`src/rtl/mul_share_sched_if.sv`:
```
// Request/grant/response bundle between NUM_REQ datapath requesters and the
// shared multiplier scheduler.
interface mul_share_sched_if #(
  parameter int WIDTH   = 32,
  parameter int NUM_REQ = 4
);
  logic [NUM_REQ-1:0]       req;
  logic [NUM_REQ*WIDTH-1:0] opa;
  logic [NUM_REQ*WIDTH-1:0] opb;
  logic [NUM_REQ-1:0]       gnt;
  logic [NUM_REQ-1:0]       rsp_valid;
  logic [WIDTH-1:0]         result;
  logic                     busy;

  modport master (
    output req, opa, opb,
    input  gnt, rsp_valid, result, busy
  );

  modport slave (
    input  req, opa, opb,
    output gnt, rsp_valid, result, busy
  );
endinterface

```
`src/rtl/mul_share_sched.sv`:
```
// Round-robin scheduler sharing one signed WIDTH-bit multiplier among NUM_REQ
// requesters; one operation in flight, result returned MUL_LAT cycles after grant.
module mul_share_sched #(
  parameter int WIDTH   = 32,
  parameter int NUM_REQ = 4,
  parameter int MUL_LAT = 2
) (
  input  logic              clk,
  input  logic              rst_n,
  mul_share_sched_if.slave  bus
);
  localparam int PW = $clog2(NUM_REQ);
  localparam int CW = $clog2(MUL_LAT) + 1;

  typedef enum logic {IDLE, BUSY} state_t;

  state_t             state_reg, state_next;
  logic [PW-1:0]      rr_reg, rr_next;
  logic [PW-1:0]      owner_reg, owner_next;
  logic [CW-1:0]      cnt_reg, cnt_next;
  logic [WIDTH-1:0]   opa_reg, opa_next;
  logic [WIDTH-1:0]   opb_reg, opb_next;
  logic [NUM_REQ-1:0] gnt_reg, gnt_next;
  logic [NUM_REQ-1:0] rsp_reg, rsp_next;
  logic [WIDTH-1:0]   result_reg, result_next;
  logic               busy_reg, busy_next;

  logic [WIDTH-1:0]   opa_slice [NUM_REQ];
  logic [WIDTH-1:0]   opb_slice [NUM_REQ];
  logic               win_found;
  logic [PW-1:0]      win_idx;
  logic signed [2*WIDTH-1:0] full_prod;

  genvar gi;
  generate
    for (gi = 0; gi < NUM_REQ; gi++) begin : g_unpack
      assign opa_slice[gi] = bus.opa[gi*WIDTH +: WIDTH];
      assign opb_slice[gi] = bus.opb[gi*WIDTH +: WIDTH];
    end
  endgenerate

  // First requesting index at or after rr_reg, wrapping to 0.
  always_comb begin
    int idx;
    win_found = 1'b0;
    win_idx   = '0;
    idx       = 0;
    for (int k = 0; k < NUM_REQ; k++) begin
      idx = int'(rr_reg) + k;
      if (idx >= NUM_REQ) idx = idx - NUM_REQ;
      if (!win_found && bus.req[idx]) begin
        win_found = 1'b1;
        win_idx   = PW'(idx);
      end
    end
  end

  // Truncation to the low WIDTH bits gives wrap-around signed semantics.
  assign full_prod = $signed(opa_reg) * $signed(opb_reg);

  always_ff @(posedge clk or negedge rst_n) begin
    if (!rst_n) begin
      state_reg  <= IDLE;
      rr_reg     <= '0;
      owner_reg  <= '0;
      cnt_reg    <= '0;
      opa_reg    <= '0;
      opb_reg    <= '0;
      gnt_reg    <= '0;
      rsp_reg    <= '0;
      result_reg <= '0;
      busy_reg   <= 1'b0;
    end else begin
      state_reg  <= state_next;
      rr_reg     <= rr_next;
      owner_reg  <= owner_next;
      cnt_reg    <= cnt_next;
      opa_reg    <= opa_next;
      opb_reg    <= opb_next;
      gnt_reg    <= gnt_next;
      rsp_reg    <= rsp_next;
      result_reg <= result_next;
      busy_reg   <= busy_next;
    end
  end

  always_comb begin
    state_next = state_reg;
    case (state_reg)
      IDLE:    if (win_found)     state_next = BUSY;
      BUSY:    if (cnt_reg == '0) state_next = IDLE;
      default:                    state_next = IDLE;
    endcase
  end

  always_comb begin
    rr_next     = rr_reg;
    owner_next  = owner_reg;
    cnt_next    = cnt_reg;
    opa_next    = opa_reg;
    opb_next    = opb_reg;
    gnt_next    = '0;
    rsp_next    = '0;
    result_next = '0;
    busy_next   = 1'b0;
    case (state_reg)
      IDLE: begin
        if (win_found) begin
          gnt_next   = NUM_REQ'(1) << win_idx;
          opa_next   = opa_slice[win_idx];
          opb_next   = opb_slice[win_idx];
          owner_next = win_idx;
          cnt_next   = CW'(MUL_LAT - 1);
          busy_next  = 1'b1;
          rr_next    = (win_idx == PW'(NUM_REQ - 1)) ? '0 : win_idx + 1'b1;
        end
      end
      BUSY: begin
        if (cnt_reg != '0) begin
          cnt_next  = cnt_reg - 1'b1;
          busy_next = 1'b1;
        end else begin
          result_next = full_prod[WIDTH-1:0];
          rsp_next    = NUM_REQ'(1) << owner_reg;
        end
      end
      default: ;
    endcase
  end

  assign bus.gnt       = gnt_reg;
  assign bus.rsp_valid = rsp_reg;
  assign bus.result    = result_reg;
  assign bus.busy      = busy_reg;
endmodule

```
`src/flat_wrapper.sv`:
```
// flat-port wrapper written by rule: the top's interface ports become plain ports
module mul_share_sched_flat 
#(
  parameter int WIDTH   = 32,
  parameter int NUM_REQ = 4,
  parameter int MUL_LAT = 2
)
  (clk, rst_n, bus_req, bus_opa, bus_opb, bus_gnt, bus_rsp_valid, bus_result, bus_busy);
  mul_share_sched_if #(.WIDTH(WIDTH), .NUM_REQ(NUM_REQ)) bus_i ();
  input  logic clk;
  input  logic rst_n;
  input wire logic [$bits(bus_i.req)-1:0] bus_req;
  input wire logic [$bits(bus_i.opa)-1:0] bus_opa;
  input wire logic [$bits(bus_i.opb)-1:0] bus_opb;
  output wire logic [$bits(bus_i.gnt)-1:0] bus_gnt;
  output wire logic [$bits(bus_i.rsp_valid)-1:0] bus_rsp_valid;
  output wire logic [$bits(bus_i.result)-1:0] bus_result;
  output wire logic [$bits(bus_i.busy)-1:0] bus_busy;
  assign bus_i.req = bus_req;
  assign bus_i.opa = bus_opa;
  assign bus_i.opb = bus_opb;
  assign bus_gnt = bus_i.gnt;
  assign bus_rsp_valid = bus_i.rsp_valid;
  assign bus_result = bus_i.result;
  assign bus_busy = bus_i.busy;
  mul_share_sched #(.WIDTH(WIDTH), .NUM_REQ(NUM_REQ), .MUL_LAT(MUL_LAT)) u_core (.clk(clk), .rst_n(rst_n), .bus(bus_i));
endmodule
```
`config.mk`:
```
export PLATFORM = sky130hd
export DESIGN_NAME = mul_share_sched_flat
export DESIGN_NICKNAME = d
export VERILOG_FILES = /design/src/rtl/mul_share_sched_if.sv /design/src/rtl/mul_share_sched.sv /design/src/flat_wrapper.sv
export SDC_FILE = /design/constraint.sdc
export NUM_CORES = 2
export LEC_CHECK = 0
export ABC_AREA = 1
export CAP_MARGIN = 20
export CELL_PAD_IN_SITES_DETAIL_PLACEMENT = 1
export CELL_PAD_IN_SITES_GLOBAL_PLACEMENT = 1
export CORE_ASPECT_RATIO = 0.6
export CORE_MARGIN = 5
export CORE_UTILIZATION = 43
export DETAILED_ROUTE_END_ITERATION = 8
export HOLD_SLACK_MARGIN = 0.08
export PLACE_DENSITY = 0.88
export SYNTH_ARGS = -nofsm -noshare
export SYNTH_HDL_FRONTEND = slang
export SYNTH_SLANG_ARGS = --single-unit
```
`constraint.sdc`:
```
create_clock -name clk -period 8.4 [get_ports clk]
set_input_delay 1.68 -clock clk [delete_from_list [all_inputs] [get_ports clk]]
set_output_delay 1.68 -clock clk [all_outputs]
set_load 0.01 [all_outputs]
```
==> results <==
- Sequential cells were found to cover about 12% of the synthesized design area.
- The synthesized design contains 0 enable-type register cells.
- The top cell types in the final layout, fill and taps aside, are inv_1 (863), nand2_1 (726), fa_1 (408), clkdlybuf4s50_1 (301), nor2_1 (232).
- The count of nets left with antenna violations once routing finished came out at 0.
- After synthesis, the share of flip-flops with an asynchronous set or reset is 100.0%.
- The worst min-delay path class is reg -> reg.
- The first routing iteration left about 1400 violations.
- The end of the worst register-to-register path is u_core.bus.result[29].
- The flow ran to the end, and the final reports show no timing, DRC or antenna violations.
- The cell sitting at the root of the clock tree is a clkbuf_16.
- For this design, the sink count on the clock tree is approximately 110.
- For the worst setup path, the data required time is a little under 9 ns.
- The cell type with the highest aggregate area in the netlist is fa_1.
- The die is about 300 µm wide.
- The netlist uses 42 different library cells.
- The routed design could run at a clock period as short as approximately 7.7 ns.
- The relative area change from synthesis to final layout is 16.97%.
- The fraction of layout cells with a size suffix above 1 is 3.100%.
- In this run the register-to-register setup slack is approximately 0.73 ns.
- The clock input transition at the sequential cells of the worst setup and hold paths is 0.11 ns.
- The number of slew-limit violations in the final report came to 0.
- Routability-driven placement finished with a final weighted congestion of between 0.9 and 1.
- The achievable clock frequency is about 130 MHz.
- The dominant synthesized flop cell is dfrtp_1.
- The number of placement rows is 65.
- The clock arrives with about 0.020 ns of skew.
- Setup repair after global routing left no endpoint under its margin.
- After floorplanning, the core was sized to cover ~53000 µm².
- In this run the worst path has a maximum fanout of 19.
- Data arrives at the worst endpoint at around 8 ns.
- The instance count of the mapped netlist is 3093.
- Yosys printed 0 warnings.
- The filler cell count is 6612.
- The measured slew at the worst slew-check pin is approximately 1.2 ns.
- The commonest non-fill, non-tap cell in the layout is inv_1.
- The beginning of the worst hold path is u_core.owner_reg[0].
- Dividing the final minimum period by the clock period gives around nine tenths.
- The mean instance size in the synthesized netlist is around 7.4 µm².
- The post-synthesis register bit count is between 100 and 150.
- The cell depth of the worst min-delay path is 1.
- The initial antenna violation count came to 3.
- After detailed routing, the total wire length is about 83 mm.
- During I/O placement, the number of pins put on the boundary was a little over 300.
- In this run the biggest area consumer among cell types represents between 30% and 40% of the synthesized area.
- Setup violations remaining at the end of the flow were counted as 0.
- The number of global-route vias before repair is about 23000.
- The full die area is a little under 60000 µm².
- The net count of the finished layout is roughly 4000.
- Timing analysis after detailed placement gives a worst setup slack of 0.7716 ns.
- The largest net degree at the start of global routing is 87.
- Before antenna repair, the detailed router went through 7 iterations.
- The wire-length estimate of the detail-placed layout is slightly below 70 mm.
- The total number of H-tree levels is 3.
- STA classifies the critical path startpoint as a flip-flop.
- After detailed routing, the number of remaining DRC violations is 0.
- The path with the worst hold slack has its endpoint at u_core.bus.rsp_valid[2].
- The via density per instance is 5.185.
- The post-CTS repair timing setup buffer count is 0.
- Measured against its own limit, the worst slew margin works out to approximately a fifth.
- By area the synthesized netlist is led by fa_1 (35%), inv_1 (14%), dfrtp_1 (12%).
- Global routing consumed, over all layers together, slightly below 30% of the routing resources.
- The clock tree from TritonCTS is yes.
- The y dimension of the die is ~190 µm.
- The number of CTS-inserted buffers is 9.
- The detail-routed net length per standard cell is around 21 µm.
- The later pin in the worst-skew pair is clocked with a latency of 0.42 ns.
- For this run the aggregate overflow at the end of global routing stands at 0.
- Hold repair after CTS inserted 0 buffers.
- The critical path is of the reg -> reg type.
- The count of final hold-check violations came to 0.
- The endpoint class of the critical path is a flip-flop.
- Setup total negative slack on the finished layout was measured at 0 ns.
- The max-cap check violation count is 0.
- The total of cells resized after clock tree synthesis is 0.
- Once the floorplan was initialized, standard cells occupied between 40 and 50% of the core.
- Setup slack closes at roughly 0.73 ns.
- The startpoint identified for the worst register-to-register timing path is u_core.opb_reg[8].
- The area of the mapped netlist is between 20000 and 25000 µm².
- For the worst flop-to-flop path, the logic depth is 19.
- Counting every net in the synthesized netlist gives between 3000 and 4000.
- The count of input and output buffers is between 300 and 400.
- The first global-routing pass estimated 131.7 mm of wire.
- The worst-case clock buffer depth is 2.
- The overall via count from detail_route is ~21000.
how the worst max path moves through the flow:
stage	cells after the start	endpoint	slack [ns]	start
after floorplan	27	u_core.bus.result[28]	1.99	u_core.opb_reg[4]
after global placement	22	u_core.bus.result[31]	0.99	u_core.opb_reg[3]
after detailed placement	22	u_core.bus.result[29]	0.77	u_core.opb_reg[3]
after CTS	19	u_core.bus.result[29]	0.66	u_core.opb_reg[8]
after global routing	20	u_core.bus.result[29]	0.45	u_core.opb_reg[3]
final	19	u_core.bus.result[29]	0.73	u_core.opb_reg[8]
per-stage QoR:
stage	area [µm²]	instances	utilization (%)	hold slack, ns
after detailed placement	26590	3977	50.39	0.4666
after global placement	26540	3975	50.28	0.4549
after floorplan	23020	3093	-	0.4323
after global routing	26920	3994	51.01	0.4997
final	26930	3995	51.02	0.4859
after CTS	26920	3993	51.01	0.4823
Yosys cell counts, types with 12 or more instances:
cell,count
a21oi_1,53
a31oi_1,29
buf_2,25
buf_4,13
clkbuf_1,115
dfrtp_1,111
fa_1,408
ha_1,155
inv_1,863
nand2_1,727
nand3_1,43
nor2_1,232
nor3_1,12
o211ai_1,69
o21ai_0,107
o21ai_1,29
or2_2,27
cell families (layout without fill, tap and decap cells):
logic type                 count (synthesis)  count (layout)  share of synthesized area [%]
AOI/OAI and AO/OA                        308             308                          7.876
DFF                                      111             111                          12.07
adders and majority gates                563             563                          43.91
other                                      0               2                              0
xor gates and xnor gates                  17              17                         0.6468
and+or+nand+nor                         1063            1063                          18.25
buffers and inverters                   1031            1228                          17.26
layer usage:
layer | track usage, % | vias up | part of all wire [%]
li1 | - | 9306 | -
met1 | 37.84 | 10442 | 41
met2 | 48.48 | 816 | 47
met3 | 7.703 | 150 | 9.5
met4 | 7.190 | 2 | 2.7
met5 | 0 | - | 0.016
layout make-up:
cell class	count	area [µm²]	area share (%)
sequential	111	2778	10.32
timing repair buffer	347	3411	12.67
inverter	865	3249	12.07
multi-input combinational	1951	16280	60.45
clock inverter	7	102.6	0.3810
clock buffer	9	225.2	0.8364
tap	703	879.6	3.267
antenna	2	5.005	0.01859
worst max-delay path: stages (launching register included):
cell and delay, ns:
dfrtp_1 1.13, nand2_1 0.19, fa_1 0.57, fa_1 0.56, fa_1 0.54, fa_1 0.54, inv_1 0.07, fa_1 0.59
fa_1 0.48, fa_1 0.57, fa_1 0.47, ha_1 0.39, nand2_1 0.12, nor4_1 0.50, nand4_1 0.20, nand3_1 0.22
a31oi_1 0.15, nand2_1 0.09, nand2_1 0.05, nor2_1 0.11
Power is not shown: default switching activity piles up to over one toggle a cycle in this logic, so the estimate is an artifact.
